## config.mk

```make
export PLATFORM = sky130hd
export DESIGN_NAME = led_pattern_gen
export DESIGN_NICKNAME = d
export VERILOG_FILES = /design/src/rtl/led_pkg.sv /design/src/rtl/led_pattern_gen_btn.sv /design/src/rtl/led_pattern_gen.sv
export SDC_FILE = /design/constraint.sdc
export NUM_CORES = 1
export LEC_CHECK = 0
export CAP_MARGIN = 20
export CORE_MARGIN = 2
export CORE_UTILIZATION = 40
export DETAILED_ROUTE_END_ITERATION = 10
export GPL_ROUTABILITY_DRIVEN = 0
export SYNTH_ARGS = -nofsm -noshare
export SYNTH_HDL_FRONTEND = slang
export SYNTH_SLANG_ARGS = --single-unit
```

## constraint.sdc

```tcl
create_clock -name clk -period 1.85 [get_ports clk]
set_input_delay 0.2775 -clock clk [delete_from_list [all_inputs] [get_ports clk]]
set_output_delay 0.2775 -clock clk [all_outputs]
set_load 0.1 [all_outputs]
```

## src/rtl/led_pkg.sv

```systemverilog
// Shared types and helpers for the LED pattern generator.
// Covers the display mode encoding and the pattern each mode starts from.
package led_pkg;

  typedef enum logic [1:0] {
    MODE_BLINK  = 2'd0,
    MODE_SHIFT  = 2'd1,
    MODE_BOUNCE = 2'd2,
    MODE_COUNT  = 2'd3
  } mode_t;

  localparam int NUM_MODES = 4;

  // Widest LED bank the pattern helper can describe; N_LED must not exceed it.
  localparam int MAX_LED = 64;

  function automatic logic [MAX_LED-1:0] init_pattern(input mode_t m, input int n);
    logic [MAX_LED-1:0] p;
    p = '0;
    if ((m == MODE_SHIFT || m == MODE_BOUNCE) && n >= 1) begin
      p[0] = 1'b1;
    end
    return p;
  endfunction

endpackage

```

## src/rtl/led_pattern_gen_btn.sv

```systemverilog
// Button conditioning: two-flop synchroniser, debounce counter and a
// one-cycle press pulse on a debounced 0->1 transition.
module btn_debounce
  import led_pkg::*;
#(
  parameter int DB_CYC = 1_000_000
) (
  input  logic clk,
  input  logic rst,
  input  logic btn,
  output logic press
);

  localparam int CW = (DB_CYC > 1) ? $clog2(DB_CYC) : 1;
  localparam logic [CW-1:0] DB_LAST = CW'(DB_CYC - 1);

  logic          sync0;
  logic          bsync;
  logic          stable;
  logic [CW-1:0] db_cnt;

  always_ff @(posedge clk) begin
    if (rst) begin
      sync0 <= 1'b0;
      bsync <= 1'b0;
    end else begin
      sync0 <= btn;
      bsync <= sync0;
    end
  end

  // A press is only reported when the stable level itself rises, so release
  // and a held button never produce a further event.
  always_ff @(posedge clk) begin
    if (rst) begin
      db_cnt <= '0;
      stable <= 1'b0;
      press  <= 1'b0;
    end else begin
      press <= 1'b0;
      if (bsync == stable) begin
        db_cnt <= '0;
      end else if (db_cnt == DB_LAST) begin
        db_cnt <= '0;
        stable <= bsync;
        press  <= bsync;
      end else begin
        db_cnt <= db_cnt + 1'b1;
      end
    end
  end

endmodule

```

## src/rtl/led_pattern_gen.sv

```systemverilog
// Four-mode LED pattern generator stepped by a prescaled tick, with a
// debounced button cycling BLINK -> SHIFT -> BOUNCE -> COUNT -> BLINK.
module led_pattern_gen
  import led_pkg::*;
#(
  parameter int N_LED    = 8,
  parameter int TICK_DIV = 50_000_000,
  parameter int DB_CYC   = 1_000_000
) (
  input  logic             clk,
  input  logic             rst,
  input  logic             btn,
  output logic [N_LED-1:0] led,
  output logic [1:0]       mode
);

  localparam logic DIR_LEFT  = 1'b0;
  localparam logic DIR_RIGHT = 1'b1;

  localparam int PW = (TICK_DIV > 1) ? $clog2(TICK_DIV) : 1;
  localparam logic [PW-1:0] TICK_LAST = PW'(TICK_DIV - 1);

  logic [PW-1:0]    pcnt;
  logic             tick;
  logic             press;
  logic             dir;
  logic             dir_next;
  mode_t            mode_q;
  mode_t            mode_next;
  logic [N_LED-1:0] init_led;
  logic [N_LED-1:0] step_led;

  btn_debounce #(
    .DB_CYC(DB_CYC)
  ) u_btn (
    .clk  (clk),
    .rst  (rst),
    .btn  (btn),
    .press(press)
  );

  assign tick      = (pcnt == TICK_LAST);
  assign mode_next = (mode_q == mode_t'(NUM_MODES - 1)) ? MODE_BLINK
                                                        : mode_t'(mode_q + 2'd1);
  assign init_led  = N_LED'(init_pattern(mode_next, N_LED));
  assign mode      = mode_q;

  // Next pattern for a tick; a single-LED bank has nowhere to bounce to.
  always_comb begin
    step_led = led;
    dir_next = dir;
    case (mode_q)
      MODE_BLINK:  step_led = ~led;
      MODE_SHIFT:  step_led = (led << 1) | (led >> (N_LED - 1));
      MODE_BOUNCE: begin
        if (N_LED > 1) begin
          if (dir == DIR_LEFT) begin
            step_led = led << 1;
            if (step_led[N_LED-1]) dir_next = DIR_RIGHT;
          end else begin
            step_led = led >> 1;
            if (step_led[0]) dir_next = DIR_LEFT;
          end
        end
      end
      MODE_COUNT:  step_led = led + 1'b1;
      default:     step_led = led;
    endcase
  end

  // A press overrides a coincident tick and restarts the prescaler.
  always_ff @(posedge clk) begin
    if (rst) begin
      pcnt   <= '0;
      mode_q <= MODE_BLINK;
      dir    <= DIR_LEFT;
      led    <= '0;
    end else if (press) begin
      pcnt   <= '0;
      mode_q <= mode_next;
      dir    <= DIR_LEFT;
      led    <= init_led;
    end else begin
      pcnt <= tick ? '0 : pcnt + 1'b1;
      if (tick) begin
        led <= step_led;
        dir <= dir_next;
      end
    end
  end

endmodule
```

-- After elaboration in Yosys (flattened, before gate mapping)
Cells that the tools add are included.
W data, S select, Z words.
- add/subtract/negate cells: 4
- equal/unequal tests: 8
- mux-type cells: 9
- bitwise logic cells: 4
- reduce and logical (&&, ||, !) cells: 9
- operators with widths (operator ; count):
    $pmux W8 S4 ; 1
    $add A26 B1 Y26 const B ; 1
    $eq A26 B26 Y1 const B ; 1
    $add A20 B1 Y20 const B ; 1
    $eq A20 B20 Y1 const B ; 1
    $reduce_or A3 Y1 ; 3
    $add A8 B1 Y8 const B ; 1
    $mux W8 ; 1
    $not A8 Y8 ; 1
    $or A8 B1 Y8 ; 1
    $eq A2 B2 Y1 const B ; 3
    $mux W1 ; 6
    $eq A2 B1 Y1 const B ; 2
    $reduce_and A2 Y1 ; 2
    $add A2 B1 Y2 const B ; 1
    $logic_not A2 Y1 ; 1
    $mux W2 ; 1
    $not A1 Y1 ; 2
    $reduce_bool A2 Y1 ; 1
    $reduce_or A2 Y1 ; 1
    $eq A1 B1 Y1 ; 1
    $logic_or A1 B1 Y1 ; 1
- register bits after elaboration: 61
- input bits: 3
- output and inout bits: 10
- logic and storage cells: 44

-- Depth between registers and ports, before layout
Gate-level depths: netlist (run 1).
- word-level depth: 6
- gate-level depth with buffers: 8
- depth with buffers taken out: 7

-- Hierarchy
A second synthesis (run 1) with hierarchy kept.
- cell total of the unflattened synthesis: 357
- area, all modules: 3024.2 um^2
- modules (own cells, without submodules) (module ; instances ; cells an instance ; area an instance (um^2) ; sequential area each (um^2)):
    led_pattern_gen ; 1 ; 233 ; 1945.6 ; 740.7
    btn_debounce ; 1 ; 124 ; 1078.5 ; 480.5

-- Least setup slack after synthesis (run 1)
Ideal clock, no wire load.
- path kind: reg-to-reg
- start: register mode_q[1], in the netlist mode[1]
- end: register led[5]
- setup time: 0.070 ns
- arrival: 2.453 ns
- required time: 1.780 ns
- path slack: -0.673 ns
- cell stages (with the launch flop): 8
- path buffers: 1
- clock period less this slack: 2.523 ns
- cells stage by stage: dfxtp_1 ha_1 and2_1 clkbuf_1 a21oi_1 a32o_1 a311o_1 a21oi_1
- cells in the longest elaborated chain, start to end: 2
- elaborated cells on any way between the ends: 5
- those cells by class: eq/ne: 3; mux: 1; reduce/logical: 1
- RTL lines (what ; line ; RTL):
    start: declaration ; led_pattern_gen.sv:28 ; mode_t mode_q;
    start signal: assignment ; led_pattern_gen.sv:80 ; mode_q <= mode_next;
    $eq A2 B2 Y1, or another cell as far along ; led_pattern_gen.sv:52 ; case (mode_q)
    $pmux W8 S4 * ; led_pattern_gen.sv:52 ;
    end signal: assignment ; led_pattern_gen.sv:82 ; led <= init_led;
    end signal: assignment ; led_pattern_gen.sv:86 ; led <= step_led;
    end: declaration ; led_pattern_gen.sv:13 ; output logic [N_LED-1:0] led,
Every way passes the cells marked *; elsewhere a longest branch is shown, timed or not.
A chain may end at the register's enable or synchronous reset.

-- Worst setup path in the final report (run 1)
- start: register pcnt[9]
- end: register dir
- cells in the longest elaborated chain, start to end: 2
- RTL lines (what ; line ; RTL):
    start: declaration ; led_pattern_gen.sv:23 ; logic [PW-1:0] pcnt;
    start signal: assignment ; led_pattern_gen.sv:84 ; pcnt <= tick ? '0 : pcnt + 1'b1;
    $eq A26 B26 Y1 ; led_pattern_gen.sv:42 ; assign tick = (pcnt == TICK_LAST);
    $reduce_and A2 Y1 (no line) ; n/a ;
    end signal: assignment ; led_pattern_gen.sv:87 ; dir <= dir_next;
    end: declaration ; led_pattern_gen.sv:26 ; logic dir;
No other way between the ends.

==> run metrics, run 1 <==
synthesis-to-finish area growth=23.3%; post-route setup TNS=-383 ps; Seq cells post-synth=61; Avg WL per Cell=12.3 um; Post-synth EDFFs=0; FFs w/ async S/R, synth=0; R2R setup slack=-100 ps; Max-slew headroom=0.780; first-pass GRT wire length=10.8 mm; Crit Path Class=reg -> reg; Design Power=2500 uW; post-synth cell types=46; met1 usage=0.198; post-synthesis sequential area ratio=0.409; Clock H-tree levels=3; Final nets=397; clock sink total=61; startpoint types=flop; power per cell area=678 mW/mm^2; Worst Max-Slew Pin Slew=327 ps; Design Area, Final=0.00368 sq mm; failing checks=setup timing; status=complete, but fails checks; Fin. Hold Viols=0; first-iteration detailed-routing DRC count=126; io pins=13; clk buf depth=2; period utilisation layout=1.05; static leakage=0.00131 uW; VDD IR max=0.439 mV; Setup violations, final=5; fmax=513 MHz; initial antenna violation count=0; DRT Wirelength=6.02 mm; hpwl dp=4.13 mm; die width=90.4 um; port buffer count=12; grt ovf=0; Worst Setup End Kind=flop; synth top area cells=dfxtp_1, xor2_1, nor2_1, xnor2_1, nand2_1; total number of vias=2,555; Hold Crit Depth=1; DRC viols=0; TritonCTS Buffers=9; met2 usage=0.258; vias in the first global route=2,442; grt met3 use=0.0426; synthesized instance count=349; worst endpoint required time=2110 ps; area of the multi-input gates=0.00170 sq mm; Final WS setup=-97.8 ps; Post-Syn Nets=359; clk_lat worst skew=330 ps; RSZ-0062 raised after global routing=yes; vias per inst=5.20; fillcell total=718; share of cells above drive strength 1=0.191; Starting Density=0.412; Ys Warns=0; Worst Reg-to-Reg Cells=6; DP Area=0.00347 sq mm; most frequent cell after synthesis=dfxtp_1; die height=90.4 um; largest net degree at the start of global routing=26; Worst Path Arrival=2210 ps; pins over their slew limit=0; GRT Util Overall=0.159; maxcap violations=0; synth cell count leaders=dfxtp_1, nor2_1, nand2_1; Worst Hold Class=reg -> reg; Die Footprint=0.00818 sq mm; FF/Latch Area=0.00124 sq mm; Row Count=31; Root Driver=clkbuf_8; Clock transition at path regs=70 ps; Core ar.=0.00725 sq mm; CTS tree=built; Most used DFF post-synth=dfxtp_1; hold_ws=444 ps; Layout Skew=6.75 ps; drt first pass iters=5; post-route ant nets=0; crit path time final=1950 ps; CP max FO=15; Mean Syn Cell Area=8.56 sq um; top cell type's share of synthesized area=0.409; busiest grt layer=met2; Mapped Area=0.00299 sq mm; ant diodes=0; largest area contributor in the netlist=dfxtp_1; Util after Layout=0.508
==> timing repair <==
action	4_1_cts	5_1_grt
hold buffers	0	0
resized for setup	1	1
pin swaps	1	1
buffers inserted	1	1
endpoints found under the setup margin	5	32
endpoints found under the hold margin	0	0
gates cloned	0	0
==> power by group <==
group / total (uW) / switching [uW] / internal, uW
Clock: 1120 / 554 / 571
Combinational: 50.5 / 26.5 / 24.0
Sequential: 1320 / 5.46 / 1320
Total: 2500 / 586 / 1910
==> logic make-up (layout without fill, tap and decap cells) <==
| logic type | count (synthesis) | count (layout) | synth area share |
|---|---|---|---|
| and+or+nand+nor | 174 | 174 | 0.303 |
| buffers and inverters | 21 | 64 | 0.0280 |
| adders and majority gates | 7 | 7 | 0.0293 |
| muxes | 3 | 3 | 0.0100 |
| xor gates and xnor gates | 43 | 43 | 0.126 |
| DFF | 61 | 61 | 0.409 |
| AOI/OAI and AO/OA | 40 | 40 | 0.0946 |
==> area by class of cell <==
class / count / share of cell area
timing repair buffer: 40 / 0.107
multi-input combinational: 267 / 0.462
tap: 99 / 0.0336
inverter: 8 / 0.00883
clock inverter: 6 / 0.0122
sequential: 61 / 0.336
clock buffer: 10 / 0.0404
==> flip-flops by register name (all words and copies together), names as in the netlist <==
signal,cells
pcnt,26
u_btn.db_cnt,20
led,8
mode,2
dir,1
u_btn.bsync,1
u_btn.press,1
u_btn.stable,1
u_btn.sync0,1
==> layout by cell type, fill, tap and decap left out, drive strengths merged, types with 2 or more instances in the layout <==
cell type and instances:
dfxtp 61, nor2 57, buf 38, nand2 27, xor2 25, nand3 20
xnor2 18, nand4 12, nor3 11, clkbuf 10, and3 9, inv 9
o21ai 8, a21oi 8, ha 7, and4 6, nor4 6, and2 5
nor4b 4, a31oi 4, or2 3, nor2b 3, a222oi 3, or3 3
mux2i 3, clkinvlp 3, o211ai 2, o41ai 2, or3b 2, a211o 2
nand3b 2, o31ai 2, clkdlybuf4s50 2, a221oi 2, clkinv 2
==> critical path: stages, from the launching register on <==
cell and delay (ps):
dfxtp_1 320, or4b_4 550, nor4_4 150, nand4_2 150, buf_12 190, or4_1 390, a21oi_1 130
==> through the flow <==
step / setup WS (ps) / std cells
after detailed placement: -111 / 473
final: -97.8 / 491
after floorplan: 5.81 / 349
after global routing: -203 / 491
after global placement: -68.3 / 473
after CTS: -110 / 490
==> final timing paths <==
kind                                   from          end
worst min-delay path            u_btn.sync0  u_btn.bsync
worst max-delay path                pcnt[9]          dir
worst min register to register  u_btn.sync0  u_btn.bsync
worst max register to register      pcnt[9]          dir
==> routing by layer <==
| layer | wire length [um] | share of wire | vias to the layer above |
|---|---|---|---|
| met5 | 0 | 0 | - |
| met4 | 114 | 0.019 | 0 |
| met3 | 236 | 0.039 | 8 |
| met2 | 2730 | 0.45 | 49 |
| met1 | 2940 | 0.49 | 1184 |
| li1 | - | - | 1314 |
Power figures use the tool's default switching activity.
==> run 2: changes to the inputs <==
--- a/config.mk
+++ b/config.mk
@@ -6,10 +6,10 @@
 export NUM_CORES = 1
 export LEC_CHECK = 0
 export CAP_MARGIN = 20
-export CORE_MARGIN = 2
+export CORE_MARGIN = 5
 export CORE_UTILIZATION = 40
 export DETAILED_ROUTE_END_ITERATION = 10
-export GPL_ROUTABILITY_DRIVEN = 0
+export GPL_ROUTABILITY_DRIVEN = 1
 export SYNTH_ARGS = -nofsm -noshare
 export SYNTH_HDL_FRONTEND = slang
 export SYNTH_SLANG_ARGS = --single-unit
==> run 2 against run 1 <==
  * The flow still finishes with violations (setup timing)
  * Global-route usage decreased by 1.0 points
  * Highest routed layer unchanged
  * Flip-flop and latch count unchanged
  * Critical path type unchanged
  * Combinational power increased by 19%
  * Sequential power about the same
  * Clock power about the same
  * Core utilization increased by 0.57 points
  * Clock-buffer cell count unchanged
  * Clock skew increased by 1.3 ps
  * Wire length increased by 3.9%
  * Worst hold slack got worse by 0.91 ps
  * Largest cell class unchanged
==> run metrics, run 2 (synthesized netlist as in run 1, its figures left out) <==
pins over their slew limit=0 (unchanged); status=complete, but fails checks (unchanged); Cells after DPL=475 (was 473); Die Footprint=0.00930 sq mm (was 0.00818 sq mm); port buffer count=12 (unchanged); period utilisation layout=1.06 (was 1.05); Layout Skew=8.02 ps (was 6.75 ps); Final WS setup=-108 ps (was -97.8 ps); startpoint types=flop (unchanged); Fin. Hold Viols=0 (unchanged); failing checks=setup timing (unchanged); Top reg by flops=pcnt (unchanged); CP max FO=15 (unchanged); most frequent cells in the layout=nor2_1, dfxtp_1, buf_4, nand2_1, xor2_1 (unchanged); Worst Path Buf+Inv=1 (unchanged); Final nets=400 (was 397); Worst path depth=6 (unchanged); Setup violations, final=30 (was 5); fmax=511 MHz (was 513 MHz); TritonCTS Buffers=9 (unchanged); Worst Hold Class=reg -> reg (unchanged); vias in the first global route=2,455 (was 2,442); clock sink total=61 (unchanged); kind of cell adding the most delay to the critical path=simple AND/OR/NAND/NOR gates (unchanged); first-pass GRT wire length=11.0 mm (was 10.8 mm); clk_lat worst skew=330 ps (about the same); Root Driver=clkbuf_8 (unchanged); Max-slew headroom=0.739 (was 0.780); CTS tree=built (unchanged); ant diodes=0 (unchanged); power per cell area=669 mW/mm^2 (was 678 mW/mm^2); initial antenna violation count=0 (unchanged); final non-filler cell total=494 (was 491); Avg WL per Cell=12.7 um (was 12.3 um); leading cell type in the layout, fill and taps excluded=nor2_1 (unchanged); maxcap violations=0 (unchanged); first-iteration detailed-routing DRC count=100 (was 126); DRC viols=0 (unchanged); static leakage=0.00134 uW (was 0.00131 uW); die height=96.4 um (was 90.4 um); Core ar.=0.00725 sq mm (unchanged); Starting Density=0.412 (unchanged); GPL Wtd Cong=0.882; share of cells above drive strength 1=0.195 (was 0.191); synthesis-to-finish area growth=24.7% (was 23.3%); CP peak stage delay=550 ps (about the same); Clock transition at path regs=70 ps (about the same); Worst Reg-to-Reg Cells=6 (unchanged); Worst Setup End Kind=flop (unchanged); max FFs per register=26 (unchanged); Design Area, Final=0.00373 sq mm (was 0.00368 sq mm); hpwl dp=4.36 mm (was 4.13 mm); largest net degree at the start of global routing=26 (unchanged); DP Area=0.00348 sq mm (was 0.00347 sq mm); total number of vias=2,526 (was 2,555); Worst Path Arrival=2220 ps (was 2210 ps); R2R setup slack=-110 ps (was -100 ps); Row Count=31 (unchanged); clk buf depth=2 (unchanged); Worst Max-Slew Pin Slew=390 ps (was 327 ps); io pins=13 (unchanged); Reg-to-Reg End=led[2] (was dir); drt first pass iters=4 (was 5); top flop regs=pcnt x26, u_btn.db_cnt x20, led x8 (unchanged); die width=96.4 um (was 90.4 um); Crit Path Class=reg -> reg (unchanged); Util after Layout=0.514 (was 0.508); CP startpoint=pcnt[9] (unchanged); GRT Util Overall=0.149 (was 0.159); crit path time final=1960 ps (was 1950 ps); VDD IR max=0.409 mV (was 0.439 mV); Worst setup endpoint=led[2] (was dir); vias per inst=5.11 (was 5.20); R2R Path Start=pcnt[9] (unchanged); RSZ-0062 raised after global routing=yes (unchanged); grt ovf=0 (unchanged); crit-path cells=or4b_4 -> nor4_4 -> nand4_2 -> buf_12 -> or3b_1 -> a31oi_1 (was or4b_4 -> nor4_4 -> nand4_2 -> buf_12 -> or4_1 -> a21oi_1); DRT Wirelength=6.26 mm (was 6.02 mm); Slowest-stage cell, CP=or4b_4 (unchanged); Clock H-tree levels=3 (unchanged); worst endpoint required time=2110 ps (about the same); post-route ant nets=0 (unchanged)
-- run 2: cell types whose count changed in the layout (fill, tap and decap cells not counted), sizes merged --
cell	previous run	this run
clkinv	2	4
inv	9	8
clkinvlp	3	2
buf	38	40
clkbuf	10	11
-- run 2: layer usage --
layer  vias up  part of all wire  GRT usage
li1       1317                 -          -
met1      1161              0.51      0.193
met5         -                 0          0
met2        38              0.44      0.236
met4         0             0.016     0.0561
met3        10             0.033     0.0426
-- run 2: worst min-delay path by stage --
stage | endpoint | cells past startpoint | startpoint | slack [ps]
after floorplan | u_btn.sync0 | 1 | btn | 410
after global placement | u_btn.bsync | 1 | u_btn.sync0 | 420
after detailed placement | u_btn.bsync | 1 | u_btn.sync0 | 440
after CTS | u_btn.bsync | 1 | u_btn.sync0 | 450
after global routing | u_btn.bsync | 1 | u_btn.sync0 | 450
final | u_btn.bsync | 1 | u_btn.sync0 | 440
-- run 2: report_power, final --
part / total [uW] / internal, uW / leakage, uW / switching (uW)
Combinational: 60.3 / 30.3 / 0.000749 / 30.1
Sequential: 1320 / 1320 / 0.000497 / 5.64
Clock: 1110 / 571 / 0.0000936 / 539
Total: 2490 / 1920 / 0.00134 / 575
-- run 2: worst reg2reg max path, cell delays in order (launching register included) --
cell     delay, ps
dfxtp_1        320
or4b_4         550
nor4_4         150
nand4_2        150
buf_12         190
or3b_1         370
a31oi_1        160
-- run 2: cell type report --
class,count,area (sq um)
Clock buffer,10,149
Clock inverter,6,46.3
Fill cell,721,3530
Inverter,8,32.5
Multi-Input combinational cell,267,1700
Sequential cell,61,1240
Tap cell,99,124
Timing Repair Buffer,43,433
-- run 2: metrics by stage --
step | TNS [ps] | hold slack [ps] | total power, uW | worst slack (ps)
after floorplan | 0 | 406 | 1380 | 5.81
after global placement | -256 | 416 | 1410 | -75.8
after detailed placement | -519 | 437 | 1410 | -130
after CTS | -567 | 445 | 2530 | -140
after global routing | -5040 | 450 | 2620 | -233
final | -1450 | 443 | 2490 | -108
-- run 2: timing repair --
item                                    in CTS  in global routing
setup buffers                                1                  1
hold buffers                                 0                  0
endpoints found under the setup margin      12                 41
pin swaps                                    1                  1
cloned                                       0                  1
resized for setup                            0                  2
